**src/rtl/regfile_wb_arbiter_if.sv**
```systemverilog
// Write-back bundle: producer A/B handshakes, regfile write port,
// pending scoreboard and forwarding lookup.
interface regfile_wb_arbiter_if #(
   parameter int DATA_WIDTH    = 32,
   parameter int ADDRESS_WIDTH = 5,
   parameter int NUM_REGS      = 32
);
   logic                     a_valid;
   logic                     a_ready;
   logic [ADDRESS_WIDTH-1:0] a_dest;
   logic [DATA_WIDTH-1:0]    a_data;
   logic                     b_valid;
   logic                     b_ready;
   logic [ADDRESS_WIDTH-1:0] b_dest;
   logic [DATA_WIDTH-1:0]    b_data;
   logic                     rg_wrt_en;
   logic [ADDRESS_WIDTH-1:0] rg_wrt_dest;
   logic [DATA_WIDTH-1:0]    rg_wrt_data;
   logic [NUM_REGS-1:0]      pending;
   logic [ADDRESS_WIDTH-1:0] fwd_addr;
   logic                     fwd_hit;
   logic [DATA_WIDTH-1:0]    fwd_data;

   modport master (
      output a_valid, a_dest, a_data,
      output b_valid, b_dest, b_data,
      output fwd_addr,
      input  a_ready, b_ready,
      input  rg_wrt_en, rg_wrt_dest, rg_wrt_data,
      input  pending, fwd_hit, fwd_data
   );

   modport slave (
      input  a_valid, a_dest, a_data,
      input  b_valid, b_dest, b_data,
      input  fwd_addr,
      output a_ready, b_ready,
      output rg_wrt_en, rg_wrt_dest, rg_wrt_data,
      output pending, fwd_hit, fwd_data
   );
endinterface

```
**src/rtl/regfile_wb_arbiter.sv**
```systemverilog
// In-order write-back buffer merging two producers onto one regfile
// write port, with pending scoreboard and youngest-first forwarding.
module regfile_wb_arbiter #(
   parameter int DATA_WIDTH    = 32,
   parameter int ADDRESS_WIDTH = 5,
   parameter int NUM_REGS      = 32,
   parameter int FIFO_DEPTH    = 4
) (
   input logic                  clk,
   input logic                  rst,
   regfile_wb_arbiter_if.slave  wb
);
   localparam int PW = $clog2(FIFO_DEPTH);
   localparam int CW = $clog2(FIFO_DEPTH + 1);

   logic [ADDRESS_WIDTH-1:0] r_dest [FIFO_DEPTH];
   logic [DATA_WIDTH-1:0]    r_data [FIFO_DEPTH];
   logic [PW-1:0]            r_head;
   logic [PW-1:0]            r_tail;
   logic [CW-1:0]            r_count;
   logic                     r_wrt_en;
   logic [ADDRESS_WIDTH-1:0] r_wrt_dest;
   logic [DATA_WIDTH-1:0]    r_wrt_data;

   logic [CW-1:0]            w_free;
   logic                     w_a_enq;
   logic                     w_b_enq;
   logic                     w_pop;
   logic [PW-1:0]            w_b_slot;
   logic [CW-1:0]            w_enq_n;
   logic [PW-1:0]            w_idx;
   logic [NUM_REGS-1:0]      w_pending;
   logic                     w_hit;
   logic [DATA_WIDTH-1:0]    w_fwd;

   // Readiness uses the registered count only, so a drain this cycle
   // is not credited and B needs room for both producers at once.
   assign w_free     = CW'(FIFO_DEPTH) - r_count;
   assign wb.a_ready = rst & (w_free >= CW'(1));
   assign wb.b_ready = rst & (w_free >= CW'(2));

   assign w_a_enq  = wb.a_valid & wb.a_ready & (wb.a_dest != '0);
   assign w_b_enq  = wb.b_valid & wb.b_ready & (wb.b_dest != '0);
   assign w_pop    = (r_count != '0);
   assign w_b_slot = r_tail + PW'(w_a_enq);
   assign w_enq_n  = CW'(w_a_enq) + CW'(w_b_enq);

   always_ff @(posedge clk or negedge rst) begin
      if (!rst) begin
         for (int i = 0; i < FIFO_DEPTH; i++) begin
            r_dest[i] <= '0;
            r_data[i] <= '0;
         end
         r_head     <= '0;
         r_tail     <= '0;
         r_count    <= '0;
         r_wrt_en   <= 1'b0;
         r_wrt_dest <= '0;
         r_wrt_data <= '0;
      end else begin
         if (w_a_enq) begin
            r_dest[r_tail] <= wb.a_dest;
            r_data[r_tail] <= wb.a_data;
         end
         if (w_b_enq) begin
            r_dest[w_b_slot] <= wb.b_dest;
            r_data[w_b_slot] <= wb.b_data;
         end
         r_tail   <= r_tail + PW'(w_enq_n);
         r_wrt_en <= w_pop;
         if (w_pop) begin
            r_head     <= r_head + PW'(1);
            r_wrt_dest <= r_dest[r_head];
            r_wrt_data <= r_data[r_head];
         end
         r_count <= r_count + w_enq_n - CW'(w_pop);
      end
   end

   // Walk oldest to youngest so the youngest match overrides; the
   // output register is seeded first as the oldest candidate.
   always_comb begin
      w_pending = '0;
      w_hit     = 1'b0;
      w_fwd     = '0;
      w_idx     = '0;
      if (r_wrt_en) begin
         w_pending[r_wrt_dest] = 1'b1;
         if (r_wrt_dest == wb.fwd_addr) begin
            w_hit = 1'b1;
            w_fwd = r_wrt_data;
         end
      end
      for (int k = 0; k < FIFO_DEPTH; k++) begin
         w_idx = r_head + PW'(k);
         if (CW'(k) < r_count) begin
            w_pending[r_dest[w_idx]] = 1'b1;
            if (r_dest[w_idx] == wb.fwd_addr) begin
               w_hit = 1'b1;
               w_fwd = r_data[w_idx];
            end
         end
      end
      w_pending[0] = 1'b0;
      if (wb.fwd_addr == '0) begin
         w_hit = 1'b0;
         w_fwd = '0;
      end
   end

   assign wb.rg_wrt_en   = r_wrt_en;
   assign wb.rg_wrt_dest = r_wrt_dest;
   assign wb.rg_wrt_data = r_wrt_data;
   assign wb.pending     = w_pending;
   assign wb.fwd_hit     = w_hit;
   assign wb.fwd_data    = w_fwd;
endmodule

```
**src/flat_wrapper.sv**
```systemverilog
// flat-port wrapper written by rule: the top's interface ports become plain ports
module regfile_wb_arbiter_flat 
#(
   parameter int DATA_WIDTH    = 32,
   parameter int ADDRESS_WIDTH = 5,
   parameter int NUM_REGS      = 32,
   parameter int FIFO_DEPTH    = 4
)
  (clk, rst, wb_a_valid, wb_a_dest, wb_a_data, wb_b_valid, wb_b_dest, wb_b_data, wb_fwd_addr, wb_a_ready, wb_b_ready, wb_rg_wrt_en, wb_rg_wrt_dest, wb_rg_wrt_data, wb_pending, wb_fwd_hit, wb_fwd_data);
  regfile_wb_arbiter_if #(.DATA_WIDTH(DATA_WIDTH), .ADDRESS_WIDTH(ADDRESS_WIDTH), .NUM_REGS(NUM_REGS)) wb_i ();
  input logic clk;
  input logic rst;
  input wire logic [$bits(wb_i.a_valid)-1:0] wb_a_valid;
  input wire logic [$bits(wb_i.a_dest)-1:0] wb_a_dest;
  input wire logic [$bits(wb_i.a_data)-1:0] wb_a_data;
  input wire logic [$bits(wb_i.b_valid)-1:0] wb_b_valid;
  input wire logic [$bits(wb_i.b_dest)-1:0] wb_b_dest;
  input wire logic [$bits(wb_i.b_data)-1:0] wb_b_data;
  input wire logic [$bits(wb_i.fwd_addr)-1:0] wb_fwd_addr;
  output wire logic [$bits(wb_i.a_ready)-1:0] wb_a_ready;
  output wire logic [$bits(wb_i.b_ready)-1:0] wb_b_ready;
  output wire logic [$bits(wb_i.rg_wrt_en)-1:0] wb_rg_wrt_en;
  output wire logic [$bits(wb_i.rg_wrt_dest)-1:0] wb_rg_wrt_dest;
  output wire logic [$bits(wb_i.rg_wrt_data)-1:0] wb_rg_wrt_data;
  output wire logic [$bits(wb_i.pending)-1:0] wb_pending;
  output wire logic [$bits(wb_i.fwd_hit)-1:0] wb_fwd_hit;
  output wire logic [$bits(wb_i.fwd_data)-1:0] wb_fwd_data;
  assign wb_i.a_valid = wb_a_valid;
  assign wb_i.a_dest = wb_a_dest;
  assign wb_i.a_data = wb_a_data;
  assign wb_i.b_valid = wb_b_valid;
  assign wb_i.b_dest = wb_b_dest;
  assign wb_i.b_data = wb_b_data;
  assign wb_i.fwd_addr = wb_fwd_addr;
  assign wb_a_ready = wb_i.a_ready;
  assign wb_b_ready = wb_i.b_ready;
  assign wb_rg_wrt_en = wb_i.rg_wrt_en;
  assign wb_rg_wrt_dest = wb_i.rg_wrt_dest;
  assign wb_rg_wrt_data = wb_i.rg_wrt_data;
  assign wb_pending = wb_i.pending;
  assign wb_fwd_hit = wb_i.fwd_hit;
  assign wb_fwd_data = wb_i.fwd_data;
  regfile_wb_arbiter #(.DATA_WIDTH(DATA_WIDTH), .ADDRESS_WIDTH(ADDRESS_WIDTH), .NUM_REGS(NUM_REGS), .FIFO_DEPTH(FIFO_DEPTH)) u_core (.clk(clk), .rst(rst), .wb(wb_i));
endmodule
```
**config.mk**
```make
export PLATFORM = sky130hd
export DESIGN_NAME = regfile_wb_arbiter_flat
export DESIGN_NICKNAME = d
export VERILOG_FILES = /design/src/rtl/regfile_wb_arbiter_if.sv /design/src/rtl/regfile_wb_arbiter.sv /design/src/flat_wrapper.sv
export SDC_FILE = /design/constraint.sdc
export NUM_CORES = 1
export LEC_CHECK = 0
export CAP_MARGIN = 10
export CORE_MARGIN = 5
export CORE_UTILIZATION = 40
export DETAILED_ROUTE_END_ITERATION = 7
export PLACE_DENSITY_LB_ADDON = 0.25
export SYNTH_ARGS = -nofsm -noshare
export SYNTH_HDL_FRONTEND = slang
export SYNTH_SLANG_ARGS = --single-unit
```
**constraint.sdc**
```tcl
create_clock -name clk -period 3.55 [get_ports clk]
set_input_delay 0.355 -clock clk [delete_from_list [all_inputs] [get_ports clk]]
set_output_delay 0.355 -clock clk [all_outputs]
set_load 0.1 [all_outputs]
```
==> out/metrics.csv <==
metric;value;unit
CP max-delay cell;dfrtp_4;
Post-Syn Area;0.0148;mm2
drt via density;6.13;
Post-synth EDFFs;0;
Die Wd;202;um
GPL Wtd Cong;0.916;
Root Driver;clkbuf_16;
CP cell instances;buf_12 > mux4_2 > xnor2_2 > o2111ai_2 > nor4_4 > buf_4 > buf_4 > a221oi_2 > o32ai_4 > buf_12;
final-report hold violation count;0;
failing checks;setup timing;
Placement Setup Slack;0.0934;ns
Syn. warnings;0;
Slew Limit Fails;0;
Die Footprint;0.0409;mm2
final setup violation count;33;
Seq/Total Area, Yosys;32.7;%
CTS Sinks;193;
Row Count;70;
HP Class;input pin to async pin;
count leader, synth;nor2_1;
status;finished with violations;
detailed placement HPWL;34200;um
CP Max Fanout;10;
CP Data Required Time;3.19;ns
core footprint;0.0365;mm2
Synth top cells by count;nor2_1 (279), mux2i_1 (221), dfrtp_1 (193);
wire length per cell;23.4;um
Startpoint Class;flip-flop;
Synth top area share;32.7;%
Worst slew margin;28.0;%
CP peak stage delay;0.54;ns
clk slew on worst S/H paths;0.08;ns
CP Data Arrival Time;3.50;ns
ANT cells;0;
total wire length;54200;um
IO Count;188;
worst-skew pair later-pin latency;0.46;ns
DRT Pass-1 Iters;6;
Synth area leaders;dfrtp_1 (33%), mux2i_1 (15%), mux2_2 (7.6%), nor2_1 (7.1%), a21oi_1 (6.3%);
effective utilization at floorplan;40.4;%
Overflow after GRT;0;
Detail Route Antenna Nets;0;
async set-reset flop share out of synthesis;100;%
area grow syn2layout;37.5;%
Post-Syn Nets;1728;
first-pass GRT wire length;83200;um
min Tclk post-route;3.86;ns
leading area contributor after synthesis;dfrtp_1;
Post-Syn Instances;1634;
#FFs+latches synth;193;
vias in the first global route;14051;
DR vias;14161;
RSZ-0062 raised after global routing;true;
initial antenna violation count;2;
crit-path leading delay family;buffers and inverters;
Critical path buffers and inverters;4;
clock tree from TritonCTS;built;
Mapped Avg Cell Area;9.04;um2
CTS Buf Count;17;
initial DRC count;1106;
worst-case clock buffer depth;2;
worst slew pin tran;1.08;ns
fraction of layout cells with a size suffix above 1;24.5;%
Nets;1925;
critical path endpoint category;output port;
synth unique cells;61;
count of input and output buffers;186;
Max-Cap Viols;0;
WS Path Type;flip-flop to output port;
# DRC;0;
fillcell total;3154;
Fmax;259;MHz
pin count of the biggest net entering global routing;75;
fin crit share;109;%
GR Util All Layers;25.7;%
clock skew;0.0163;ns
Final WS setup;-0.307;ns
htree depth;4;
Die H;202;um
Most used DFF post-synth;dfrtp_1;
## what timing repair did
action,4_1_cts,5_1_grt
endpoints found under the hold margin,11,0
gates cloned,6,1
pin swaps,13,10
gates resized for setup,48,21
hold buffers,1,0
setup buffers,34,11
endpoints found under the setup margin,49,49
## flip-flops by register name, summed over array words and instances (netlist names)
name and count:
u_core.r_data 128, u_core.r_count 3, u_core.wb.rg_wrt_dest 5, u_core.wb.rg_wrt_data 32, u_core.wb.rg_wrt_en 1, u_core.r_tail 2
u_core.r_dest 20, u_core.r_head 2
## path summary, 6_finish.rpt
check / from / end / slack, ns / cells past startpoint
worst max-delay path: u_core.r_head[0] / wb_fwd_data[2] / -0.31 / 10
max in group asynchronous: rst / u_core.r_data[73] / 1.20 / 4
worst min register to register: u_core.wb.rg_wrt_data[1] / u_core.wb.rg_wrt_data[1] / 0.54 / 1
min in group clk: u_core.wb.rg_wrt_data[1] / u_core.wb.rg_wrt_data[1] / 0.54 / 1
worst max register to register: u_core.r_count[1] / u_core.r_data[116] / 0.16 / 11
worst min-delay path: rst / u_core.r_dest[17] / 0.34 / 2
## cells by family after synthesis
family,share of synthesized area [%]
AOI/OAI and AO/OA,19.8
adders and majority gates,0.983
and+or+nand+nor,14.1
muxes,25.4
buffers and inverters,4.82
other,0.0254
DFF,32.7
xor gates and xnor gates,2.16
## cell type report
| cell class | instances | area (um2) | share of cell area, % |
|---|---|---|---|
| Multi-Input combinational cell | 1286 | 10100 | 49.9 |
| Timing Repair Buffer | 317 | 4080 | 20.1 |
| Clock inverter | 10 | 146 | 0.721 |
| Clock buffer | 22 | 474 | 2.33 |
| Inverter | 16 | 61.3 | 0.302 |
| Sequential cell | 193 | 4840 | 23.8 |
| Tap cell | 468 | 586 | 2.88 |
## cell usage in the layout (no fill, tap or decap), types with 61 or more instances in the layout
cell type        instances
mux2_2                 100
buf_12                  97
a21oi_1                185
nand2_1                 75
clkdlybuf4s50_1        119
mux2i_1                220
nor2_1                 274
buf_4                   83
a22oi_1                 61
dfrtp_1                189
## worst reg2reg max path, delay by kind of cell, from the launching register on
family | cells | cell delay [ns]
DFF | 1 | 0.45
and+or+nand+nor | 3 | 1.29
AOI/OAI and AO/OA | 2 | 0.29
adders and majority gates | 3 | 0.73
buffers and inverters | 2 | 0.33
xor gates and xnor gates | 1 | 0.16
## per-layer routing
| metal | track usage, % | vias to the layer above | wire [um] |
|---|---|---|---|
| met5 | 0 | - | 22 |
| met4 | 9.31 | 4 | 1630 |
| li1 | - | 6465 | - |
| met3 | 4.41 | 115 | 3780 |
| met2 | 42.2 | 631 | 25600 |
| met1 | 34.3 | 6946 | 23100 |
## metrics by stage
step                cell area [um2]  hold WS (ns)  utilization [%]  std cells  TNS (ns)
floorplan                     15300        0.0594                -       1634   -0.0289
detailed placement            18700         0.227             51.2       2227         0
global placement              18700         0.227             51.2       2227         0
global route                  20300         0.349             55.6       2312    -10.54
finish                        20300         0.341             55.6       2312     -7.47
CTS                           20100         0.339             55.0       2300     -5.76
Power is left out: the tool's default activity adds up to more than one toggle a clock period on the data nets, which glitch-free logic cannot reach.
